### config.mk
export PLATFORM = sky130hd
export DESIGN_NAME = credit_counter
export DESIGN_NICKNAME = d
export VERILOG_FILES = /design/src/rtl/credit_counter.sv
export SDC_FILE = /design/constraint.sdc
export NUM_CORES = 1
export LEC_CHECK = 0
export BUFFER_PORTS_ARGS = -buffer_cell sky130_fd_sc_hd__clkbuf_2
export CORE_UTILIZATION = 50
export DETAILED_ROUTE_END_ITERATION = 12
export GPL_ROUTABILITY_DRIVEN = 0
export PLACE_DENSITY = 0.78
export SLEW_MARGIN = 20
export SYNTH_ARGS = -nofsm -noshare
export SYNTH_HDL_FRONTEND = slang
export SYNTH_SLANG_ARGS = --single-unit
### constraint.sdc
create_clock -name CLK_DRV -period 2.4 [get_ports CLK_DRV]
set_input_delay 0 -clock CLK_DRV [delete_from_list [all_inputs] [get_ports CLK_DRV]]
set_output_delay 0 -clock CLK_DRV [all_outputs]
set_load 0.01 [all_outputs]
### src/rtl/credit_counter.sv
`default_nettype none
// ============================================================================
// Module      : credit_counter
// Description : Coin debounce, credit accounting with start deduction,
//               credit flags and a paced coin-meter pulse generator.
// Revision    : 1.0
// ============================================================================
module credit_counter #(
    parameter int DEBOUNCE_CYCLES = 16,
    parameter int METER_CYCLES    = 1024,
    parameter int MAX_CREDITS     = 15
) (
    input  logic       CLK_DRV,
    input  logic       RESET,
    input  logic       COIN1_N,
    input  logic       COIN2_N,
    input  logic       START_GAME,
    input  logic       _2_CR_START,
    input  logic       COIN_MODE,
    input  logic       FREE_PLAY,
    output logic       _1_OR_2_CREDIT_N,
    output logic       _2_CREDIT_N,
    output logic [3:0] CREDITS,
    output logic       COIN_LOCKOUT,
    output logic       COIN_METER
);

    localparam int                        c_DEB_W    = $clog2(DEBOUNCE_CYCLES + 1);
    localparam int                        c_MET_W    = $clog2(METER_CYCLES + 1);
    localparam logic [c_DEB_W-1:0]        c_DEB_LAST = c_DEB_W'(DEBOUNCE_CYCLES - 1);
    localparam logic [c_DEB_W-1:0]        c_DEB_ONE  = c_DEB_W'(1);
    localparam logic [c_MET_W-1:0]        c_MET_LAST = c_MET_W'(METER_CYCLES - 1);
    localparam logic [c_MET_W-1:0]        c_MET_ONE  = c_MET_W'(1);
    localparam logic [3:0]                c_MAX4     = 4'(MAX_CREDITS);
    localparam logic signed [6:0]         c_MAX7     = 7'(MAX_CREDITS);

    typedef enum logic [0:0] {
        ST_IDLE  = 1'b0,
        ST_PULSE = 1'b1
    } meter_state_t;

    logic [1:0] w_coin_n;
    logic [1:0] w_coin_evt;

    assign w_coin_n = {COIN2_N, COIN1_N};

    // Each debouncer alternates between waiting for a stable low (armed) and
    // waiting for a stable high (disarmed); the count restarts on any mismatch.
    genvar gi;
    generate
        for (gi = 0; gi < 2; gi++) begin : g_deb
            logic               armed_q, armed_d;
            logic               event_q, event_d;
            logic [c_DEB_W-1:0] cnt_q, cnt_d;
            logic               w_match;

            always_comb begin
                armed_d = armed_q;
                event_d = 1'b0;
                cnt_d   = cnt_q;
                w_match = armed_q ? ~w_coin_n[gi] : w_coin_n[gi];
                if (!w_match) begin
                    cnt_d = '0;
                end else if (cnt_q == c_DEB_LAST) begin
                    cnt_d   = '0;
                    armed_d = ~armed_q;
                    event_d = armed_q;
                end else begin
                    cnt_d = cnt_q + c_DEB_ONE;
                end
            end

            always_ff @(posedge CLK_DRV) begin
                if (RESET) begin
                    armed_q <= 1'b0;
                    event_q <= 1'b0;
                    cnt_q   <= '0;
                end else begin
                    armed_q <= armed_d;
                    event_q <= event_d;
                    cnt_q   <= cnt_d;
                end
            end

            assign w_coin_evt[gi] = event_q;
        end
    endgenerate

    logic [3:0]        credits_q, credits_d;
    logic              start_q, start_d;
    logic              one_n_q, one_n_d;
    logic              two_n_q, two_n_d;
    logic [1:0]        pending_q, pending_d;
    logic [c_MET_W-1:0] mcnt_q, mcnt_d;
    meter_state_t      state_q, state_d;

    logic [1:0]        w_n_evt;
    logic [2:0]        w_add;
    logic [1:0]        w_sub;
    logic              w_start_edge;
    logic signed [6:0] w_sum;
    logic              w_dec;
    logic [2:0]        w_pend_sum;

    always_comb begin
        w_n_evt      = {1'b0, w_coin_evt[0]} + {1'b0, w_coin_evt[1]};
        w_add        = COIN_MODE ? {w_n_evt, 1'b0} : {1'b0, w_n_evt};
        w_start_edge = START_GAME & ~start_q;
        w_sub        = 2'd0;
        if (w_start_edge && !FREE_PLAY) begin
            w_sub = _2_CR_START ? 2'd2 : 2'd1;
        end
        w_sum = $signed({3'b000, credits_q}) + $signed({4'b0000, w_add})
              - $signed({5'b00000, w_sub});
        if (w_sum < 7'sd0) begin
            credits_d = 4'd0;
        end else if (w_sum > c_MAX7) begin
            credits_d = c_MAX4;
        end else begin
            credits_d = w_sum[3:0];
        end
        start_d = START_GAME;
        // Flags follow the registered count, so they trail CREDITS by a clock.
        one_n_d = ~(FREE_PLAY | (credits_q != 4'd0));
        two_n_d = ~(FREE_PLAY | (credits_q >= 4'd2));
    end

    // Meter pacing: IDLE always lasts at least one clock between pulses.
    always_comb begin
        state_d = state_q;
        mcnt_d  = mcnt_q;
        w_dec   = 1'b0;
        case (state_q)
            ST_IDLE: begin
                if (pending_q != 2'd0) begin
                    state_d = ST_PULSE;
                    mcnt_d  = '0;
                    w_dec   = 1'b1;
                end
            end
            ST_PULSE: begin
                if (mcnt_q == c_MET_LAST) begin
                    state_d = ST_IDLE;
                    mcnt_d  = '0;
                end else begin
                    mcnt_d = mcnt_q + c_MET_ONE;
                end
            end
            default: begin
                state_d = ST_IDLE;
                mcnt_d  = '0;
            end
        endcase
        w_pend_sum = {1'b0, pending_q} - {2'b00, w_dec} + {1'b0, w_n_evt};
        pending_d  = (w_pend_sum > 3'd3) ? 2'd3 : w_pend_sum[1:0];
    end

    always_ff @(posedge CLK_DRV) begin
        if (RESET) begin
            credits_q <= 4'd0;
            start_q   <= 1'b0;
            one_n_q   <= ~FREE_PLAY;
            two_n_q   <= ~FREE_PLAY;
            pending_q <= 2'd0;
            mcnt_q    <= '0;
            state_q   <= ST_IDLE;
        end else begin
            credits_q <= credits_d;
            start_q   <= start_d;
            one_n_q   <= one_n_d;
            two_n_q   <= two_n_d;
            pending_q <= pending_d;
            mcnt_q    <= mcnt_d;
            state_q   <= state_d;
        end
    end

    assign CREDITS          = credits_q;
    assign COIN_LOCKOUT     = (credits_q == c_MAX4);
    assign COIN_METER       = (state_q == ST_PULSE);
    assign _1_OR_2_CREDIT_N = one_n_q;
    assign _2_CREDIT_N      = two_n_q;

endmodule
`default_nettype wire
; ---- Word-level counts from Yosys, hierarchy flattened
; Cells that the tools add are included.
[classes]
magnitude_cmp = 4
muxes = 16
n_eq_ne = 5
n_addsub = 8
bitwise_logic = 16
reduce_logical = 11
[op_table]
columns = operator, count
row1 = two-way mux 11 bit, 2
row2 = one-hot mux 11 bit (2 select lines), 1
row3 = NOT 1 bit, 13
row4 = OR reduction 3 bit, 4
row5 = adder 11 x 1 -> 11 bit (second input constant), 1
row6 = equality test 11 x 10 -> 1 bit (second input constant), 1
row7 = adder 5 x 1 -> 5 bit (second input constant), 2
row8 = equality test 5 x 4 -> 1 bit (second input constant), 2
row9 = two-way mux 1 bit, 7
row10 = greater-than comparator 6 x 5 -> 1 bit (second input constant), 1
row11 = less-than comparator 6 x 1 -> 1 bit (second input constant), 1
row12 = two-way mux 2 bit, 3
row13 = subtractor 5 x 2 -> 6 bit, 1
row14 = adder 4 x 3 -> 5 bit, 1
row15 = equality test 4 bit (second input constant), 1
row16 = >= comparator 4 x 2 -> 1 bit (second input constant), 1
row17 = two-way mux 4 bit, 1
row18 = AND reduction 2 bit, 2
row19 = nonzero test 4 bit, 1
row20 = adder 3 x 2 -> 3 bit, 1
row21 = greater-than comparator 3 x 2 -> 1 bit (second input constant), 1
row22 = two-way mux 3 bit, 1
row23 = subtractor 2 x 1 -> 3 bit, 1
row24 = adder 1 x 1 -> 2 bit, 1
row25 = 8 further kinds, 9
[word_totals]
reg_bits = 35
out_inout_bits = 8

; ---- Depth between registers and ports, before layout
; Gate-level depths: netlist of the first run.
[depth]
word_depth = 7
mapped_depth = 11

; ---- Least setup slack after synthesis of the first run
; Ideal clock, no wire load.
[synth_timing]
kind = reg-to-reg
startpoint = register g_deb[0].event_q
endpoint = register credits_q[0] (netlist: CREDITS[0])
setup_slack_ps = -6
stages_incl_launch_ff = 11
arrival_time_ps = 2332
path_cell_list = dfxtp_1 ha_1 nand2_1 o21ai_0 fa_1 inv_1 fa_1 nand2b_1 a21oi_1 o21ai_0 a31oi_1
[synth_via]
elab_chain_len = 6
elab_cells_between_ends = 8
[synth_lines]
columns = item, line
row1 = "start, declared", 53  ; logic event_q, event_d;
row2 = "start signal, assigned", 80  ; event_q <= event_d;
row3 = adder 1 x 1 -> 2 bit (*), 106  ; w_n_evt = {1'b0, w_coin_evt[0]} + {1'b0, w_coin_evt[1]};
row4 = two-way mux 3 bit (*), 107  ; w_add = COIN_MODE ? {w_n_evt, 1'b0} : {1'b0, w_n_evt};
row5 = adder 4 x 3 -> 5 bit (*), 113  ; w_sum = $signed({3'b000, credits_q}) + $signed({4'b0000, w_add})
row6 = subtractor 5 x 2 -> 6 bit (*), 114  ; - $signed({5'b00000, w_sub});
row7 = greater-than comparator 6 x 5 -> 1 bit / less-than comparator 6 x 1 -> 1 bit (equally long branches), "117, 115"
row8 = two-way mux 4 bit / OR reduction 2 bit (equally long branches), n/a
row9 = "end signal, assigned", 168  ; credits_q <= credits_d;
row10 = "end, declared", 89  ; logic [3:0] credits_q, credits_d;
; Mark *: on every way between the ends. The rest lies on a longest branch, timed or not.
; A chain may end at the register's enable or synchronous reset.

; ---- Worst setup path after layout of the first run
[layout_timing]
startpoint = register g_deb[1].event_q
endpoint = register credits_q[3] (netlist: CREDITS[3])
[layout_via]
elab_chain_len = 6
elab_cells_between_ends = 8
[layout_lines]
columns = item, line
row1 = "start, declared", 53
row2 = "start signal, assigned", 80
row3 = adder 1 x 1 -> 2 bit (*), 106
row4 = two-way mux 3 bit (*), 107
row5 = adder 4 x 3 -> 5 bit (*), 113
row6 = subtractor 5 x 2 -> 6 bit (*), 114
row7 = greater-than comparator 6 x 5 -> 1 bit / less-than comparator 6 x 1 -> 1 bit (equally long branches), "117, 115"
row8 = two-way mux 4 bit / OR reduction 2 bit (equally long branches), n/a
; Marked as above.

==> results of run 1 <==
-- path summary, 6_finish.rpt --
path	to	start	depth (start not counted)	slack, ns
worst max-delay path	CREDITS[3]$_SDFF_PP0_	g_deb[1].event_q$_SDFF_PP0_	10	0.09
worst min-delay path	mcnt_q[3]$_SDFFE_PP0P_	RESET	2	0.13
worst max register to register	CREDITS[3]$_SDFF_PP0_	g_deb[1].event_q$_SDFF_PP0_	10	0.09
worst min register to register	g_deb[0].cnt_q[0]$_SDFF_PP0_	g_deb[0].cnt_q[0]$_SDFF_PP0_	1	0.45
-- flip-flops by register name, indices dropped and copies added, names as in the netlist --
| name | cells |
|---|---|
| g_deb.cnt_q | 10 |
| _2_CREDIT_N | 1 |
| _1_OR_2_CREDIT_N | 1 |
| g_deb.event_q | 2 |
| pending_q | 2 |
| mcnt_q | 11 |
| g_deb.armed_q | 2 |
| CREDITS | 4 |
| COIN_METER | 1 |
| start_q | 1 |
-- synth_stat cells, types with 2 or more instances --
cell,instances,area share
dfxtp_1,35,0.40
nor2_1,29,0.062
a311oi_1,2,0.010
nor3_1,3,0.0086
nand3_1,9,0.026
and3_1,4,0.014
mux2i_1,3,0.017
xor2_1,4,0.020
o211ai_1,2,0.0086
o21ai_0,3,0.0086
a21oi_1,6,0.017
nor4bb_1,2,0.011
inv_1,23,0.049
nand4_1,2,0.0072
a31oi_1,8,0.029
nand2_1,13,0.028
xnor2_1,5,0.025
fa_1,3,0.034
a21o_1,2,0.0086
nand2b_1,2,0.0072
or3_1,3,0.011
ha_1,16,0.11
-- final cells by class --
class,instances,area [sq um]
inverter,23,86.3
fill,269,1190
tap,46,57.6
multi-input combinational,135,1060
clock buffer,5,37.5
timing repair buffer,26,175
sequential,35,703
clock inverter,3,20.0
-- worst max-delay path: stages (launching register included) --
cell and delay, ns:
dfxtp_2 0.35, ha_4 0.27, nand2_2 0.05, o21ai_2 0.05, fa_1 0.46, buf_6 0.14, ha_4 0.22, a21o_1 0.18
a21oi_2 0.16, a21o_1 0.26, a31oi_1 0.06
-- per-stage QoR --
| stage | setup TNS [ns] | area (sq um) | cells | hold slack, ns | total power (uW) |
|---|---|---|---|---|---|
| global route | -0.0613 | 2140 | 273 | 0.159 | 2090 |
| global placement | -0.0534 | 1900 | 258 | 0.211 | 1400 |
| CTS | 0 | 2040 | 270 | 0.134 | 1830 |
| detailed placement | -0.337 | 1900 | 258 | 0.213 | 1420 |
| floorplan | 0 | 1750 | 196 | 0.0724 | 1240 |
| finish | 0 | 2140 | 273 | 0.129 | 1930 |
-- power breakdown --
part           switching [uW]  internal, uW
Combinational             475           403
Clock                     216           112
Sequential               68.0           653
-- cells by family after synthesis --
family / synth area share
simple gates: 0.219
fa+ha+maj: 0.149
flops: 0.401
compound gates: 0.110
buf+inv: 0.0580
mux: 0.0172
xor+xnor: 0.0451
-- metal layers --
metal  global-route usage  up-vias  wire length [microns]
met3               0.0630        6                    113
li1                     -      741                      -
met5                    0        -                      0
met2                0.297       25                   1530
met4                0.107        0                     77
met1                0.233      665                   1530
-- repair_timing --
| item | in CTS | in global routing |
|---|---|---|
| hold buffers | 4 | 0 |
| resized for setup | 9 | 14 |
| setup endpoints to repair | 4 | 4 |
| pin swaps | 6 | 11 |
| endpoints found under the hold margin | 7 | 0 |
| setup buffers | 0 | 3 |
==> results_dict.tcl, run 1 <==
set metrics [dict create \
    yosysWarnings 0 \
    p_leak_uw 0.000858 \
    grt_util_all_layers 0.191 \
    cts_tree "yes" \
    viasPerCell 5.26 \
    worst_slack_ns 0.0889 \
    fin_crit_sh 0.963 \
    dp_hpwl_mm 2.11 \
    firstDrtPassIters 4 \
    startpoint_type "register" \
    postLayoutCoreUtil 0.642 \
    slew_violations 0 \
    finalClockSkew_ns 0.0184 \
    final_common_cell "dfxtp_1" \
    crit_arrival_ns 2.55 \
    numCtsBuffers 5 \
    clk_path_buf_depth 2 \
    drt_iter0_markers 45 \
    ys_ff_latch 35 \
    min_period_ns 2.31 \
    die_h_microns 61.1 \
    cts.clk_slew.worst_paths_ns 0.12 \
    cts-root-buf "clkbuf_4" \
    fmax_ghz 0.433 \
    n_antenna_cell 0 \
    yosysUniqueCellTypes 39 \
    vias 1437 \
    grt_pass1_vias 1225 \
    path_class "reg2reg" \
    core_sq_mm 0.00334 \
    globalRoute.totalOverflow 0 \
    ys.flop_type "dfxtp_1" \
    async_reset_ff_frac 0 \
    finalWirelength_mm 3.26 \
    worst_setup_path_end_kind "register" \
    crit_required_ns 2.64 \
    path_max_fanout 4 \
    status "completed" \
    htreeDepth 2 \
    netlist_area_sq_mm 0.00175 \
    final_cell_mix "dfxtp_1, nor2_1, inv_1" \
    initial_core_util 0.523 \
    antenna_found_initial 0 \
    syn-num-nets 223 \
    setup_viol 0 \
    grt_pass1_wl_mm 5.11 \
    worst_pin_slew_ns 0.564 \
    max_slew_margin 0.624 \
    power_density_mw_per_mm2 899 \
    rows 21 \
    hold_violations 0 \
    drive_gt1_frac 0.225 \
    ant_nets 0 \
    area_growth_pct 22.7 \
    finalNetCount 253 \
    syn_area_per_cell_sq_um 8.91 \
    die_w_microns 61.1 \
    vdd_drop_max_mv 0.482 \
    drv_cap 0 \
    syn_inst 196 \
    synth_edf_count 0 \
    ys_seq_area_frac 0.401 \
    insertion_delay_ns 0.36 \
    min_path_type "in2reg" \
    grt_max_degree 25 \
    cts_num_sinks 35 \
    port_buffers 15 \
    post-place-ws_ns -0.0896 \
    drc 0 \
    wire_per_inst_microns 11.9 \
    die-area_sq_mm 0.00373 \
    ios 16 \
]
Power figures use the tool's default switching activity.
==> run 2, diff against run 1 <==
--- a/config.mk
+++ b/config.mk
@@ -6,10 +6,11 @@
 export NUM_CORES = 1
 export LEC_CHECK = 0
 export BUFFER_PORTS_ARGS = -buffer_cell sky130_fd_sc_hd__clkbuf_2
+export CAP_MARGIN = 20
 export CORE_UTILIZATION = 50
 export DETAILED_ROUTE_END_ITERATION = 12
 export GPL_ROUTABILITY_DRIVEN = 0
-export PLACE_DENSITY = 0.78
+export PLACE_DENSITY = 0.77
 export SLEW_MARGIN = 20
 export SYNTH_ARGS = -nofsm -noshare
 export SYNTH_HDL_FRONTEND = slang
==> results_dict.tcl, run 2 (synthesis gave the netlist of run 1 again) <==
set metrics [dict create \
    critPathTopFamily "adder cells" \
    combinationalPowerShare 0.432 \
    setup_viol 4 \
    dp_hpwl_mm 2.04 \
    initial_core_util 0.523 \
    worst_setup_path_end_kind "register" \
    path_max_fanout 4 \
    port_buffers 15 \
    rows 21 \
    drc 0 \
    die_w_microns 61.1 \
    die-area_sq_mm 0.00373 \
    switching_share 0.380 \
    n_antenna_cell 0 \
    dp_cells 257 \
    worst_pin_slew_ns 0.567 \
    place_area_sq_mm 0.00189 \
    drive_gt1_frac 0.170 \
    grt_util_all_layers 0.176 \
    holdWs_ns 0.175 \
    grt_max_degree 25 \
    cts_num_sinks 35 \
    postLayoutCoreUtil 0.614 \
    vias 1401 \
    final_common_cell "dfxtp_1" \
    rsz0062_at_grt "yes" \
    slew_violations 0 \
    firstDrtPassIters 4 \
    numCtsBuffers 5 \
    p_int_uw 1140 \
    worst_slack_ns -0.0285 \
    grtUsageMet2 0.293 \
    grt_pass1_wl_mm 4.82 \
    cts.clk_slew.worst_paths_ns 0.10 \
    crit_required_ns 2.62 \
    die_h_microns 61.1 \
    area_growth_pct 17.3 \
    cpMaxStageDelayCell "fa_2" \
    globalRoute.totalOverflow 0 \
    finalNetCount 250 \
    p_leak_uw 0.000845 \
    startpoint_type "register" \
    top_usage_layer "met2" \
    fmax_ghz 0.412 \
    final_cell_mix "dfxtp_1, nor2_1, inv_1" \
    hold_start "RESET" \
    ant_nets 0 \
    p_sw_uw 698 \
    hold_violations 0 \
    rrSetupSlack_ns -0.03 \
    final_cells 269 \
    status "finished, violations left" \
    drv_cap 0 \
    crit_arrival_ns 2.65 \
    path_class "reg2reg" \
    insertion_delay_ns 0.33 \
    violations "negative setup slack" \
    vdd_drop_max_mv 0.464 \
    core_sq_mm 0.00334 \
    finalWirelength_mm 2.90 \
    viasPerCell 5.21 \
    max_slew_margin 0.622 \
    fin_crit_sh 1.01 \
    fin_area_sq_mm 0.00205 \
    htreeDepth 2 \
    min_path_type "in2reg" \
    slowest_delay_ns 0.39 \
    use_met3 0.0693 \
    antenna_found_initial 0 \
    r2r_start "g_deb[1].event_q$_SDFF_PP0_" \
    worst-path-buf-inv 3 \
    power_frac_seq 0.394 \
    clkPwrFrac 0.174 \
    path_cells "ha_1, buf_4, nand2b_4, ha_1, inv_1, ha_2, inv_2, fa_2, nand2b_4, a21oi_4, or3_4, a31oi_2" \
    drt_iter0_markers 34 \
    power_density_mw_per_mm2 898 \
    grt_pass1_vias 1221 \
    finalClockSkew_ns 0.00609 \
    ios 16 \
    clk_path_buf_depth 2 \
    cts_tree "yes" \
    crit_start "g_deb[1].event_q$_SDFF_PP0_" \
    wire_per_inst_microns 10.8 \
    min_period_ns 2.43 \
    largest_reg_flops 11 \
    cts-root-buf "clkbuf_4" \
    top_register "mcnt_q" \
    use_met1 0.211 \
]
-- run 2: what timing repair did --
item	CTS	global route
gates resized for setup	4	8
endpoints found under the setup margin	4	4
setup buffers	0	1
pin swaps	3	10
hold buffers	4	0
endpoints found under the hold margin	7	0
-- run 2: metal layers --
metal,vias to the layer above,routed length (microns)
met1,649,1440
li1,730,-
met2,17,1320
met5,-,0
met4,0,30
met3,5,107
-- run 2: layout make-up --
type / instances / area, sq um
sequential: 35 / 701
tap: 46 / 57.6
multi-input combinational: 135 / 1000
fill: 286 / 1290
clock buffer: 6 / 51.3
timing repair buffer: 23 / 145
inverter: 23 / 86.3
clock inverter: 1 / 5.00
-- run 2: metrics by stage --
| stage | worst slack [ns] | setup TNS, ns | power, uW |
|---|---|---|---|
| floorplan | 0.00369 | 0 | 1240 |
| global placement | -0.0298 | -0.109 | 1390 |
| detailed placement | -0.0687 | -0.272 | 1410 |
| CTS | 0.00843 | 0 | 1760 |
| global route | -0.118 | -0.455 | 1980 |
| finish | -0.0285 | -0.0863 | 1840 |
-- run 2: path summary, 6_finish.rpt --
check	to	cells past startpoint
worst max-delay path	CREDITS[3]$_SDFF_PP0_	12
worst min-delay path	pending_q[1]$_SDFF_PP0_	2
worst max register to register	CREDITS[3]$_SDFF_PP0_	12
worst min register to register	g_deb[0].cnt_q[0]$_SDFF_PP0_	1
-- run 2: worst reg2reg max path: cells and delay by family (launching register included) --
| family | cells | cell delay [ns] |
|---|---|---|
| DFF | 1 | 0.32 |
| AOI/OAI and AO/OA | 2 | 0.26 |
| buffers and inverters | 3 | 0.23 |
| and+or+nand+nor | 3 | 0.38 |
| adders and majority gates | 4 | 1.14 |
-- run 2: power by group through the flow --
stage               Clock [uW]  Sequential [uW]  Combinational, uW
detailed placement           0              732                675
global route               356              733                893
finish                     320              724                794
floorplan                    0              739                500
CTS                        331              719                713
global placement             0              729                663
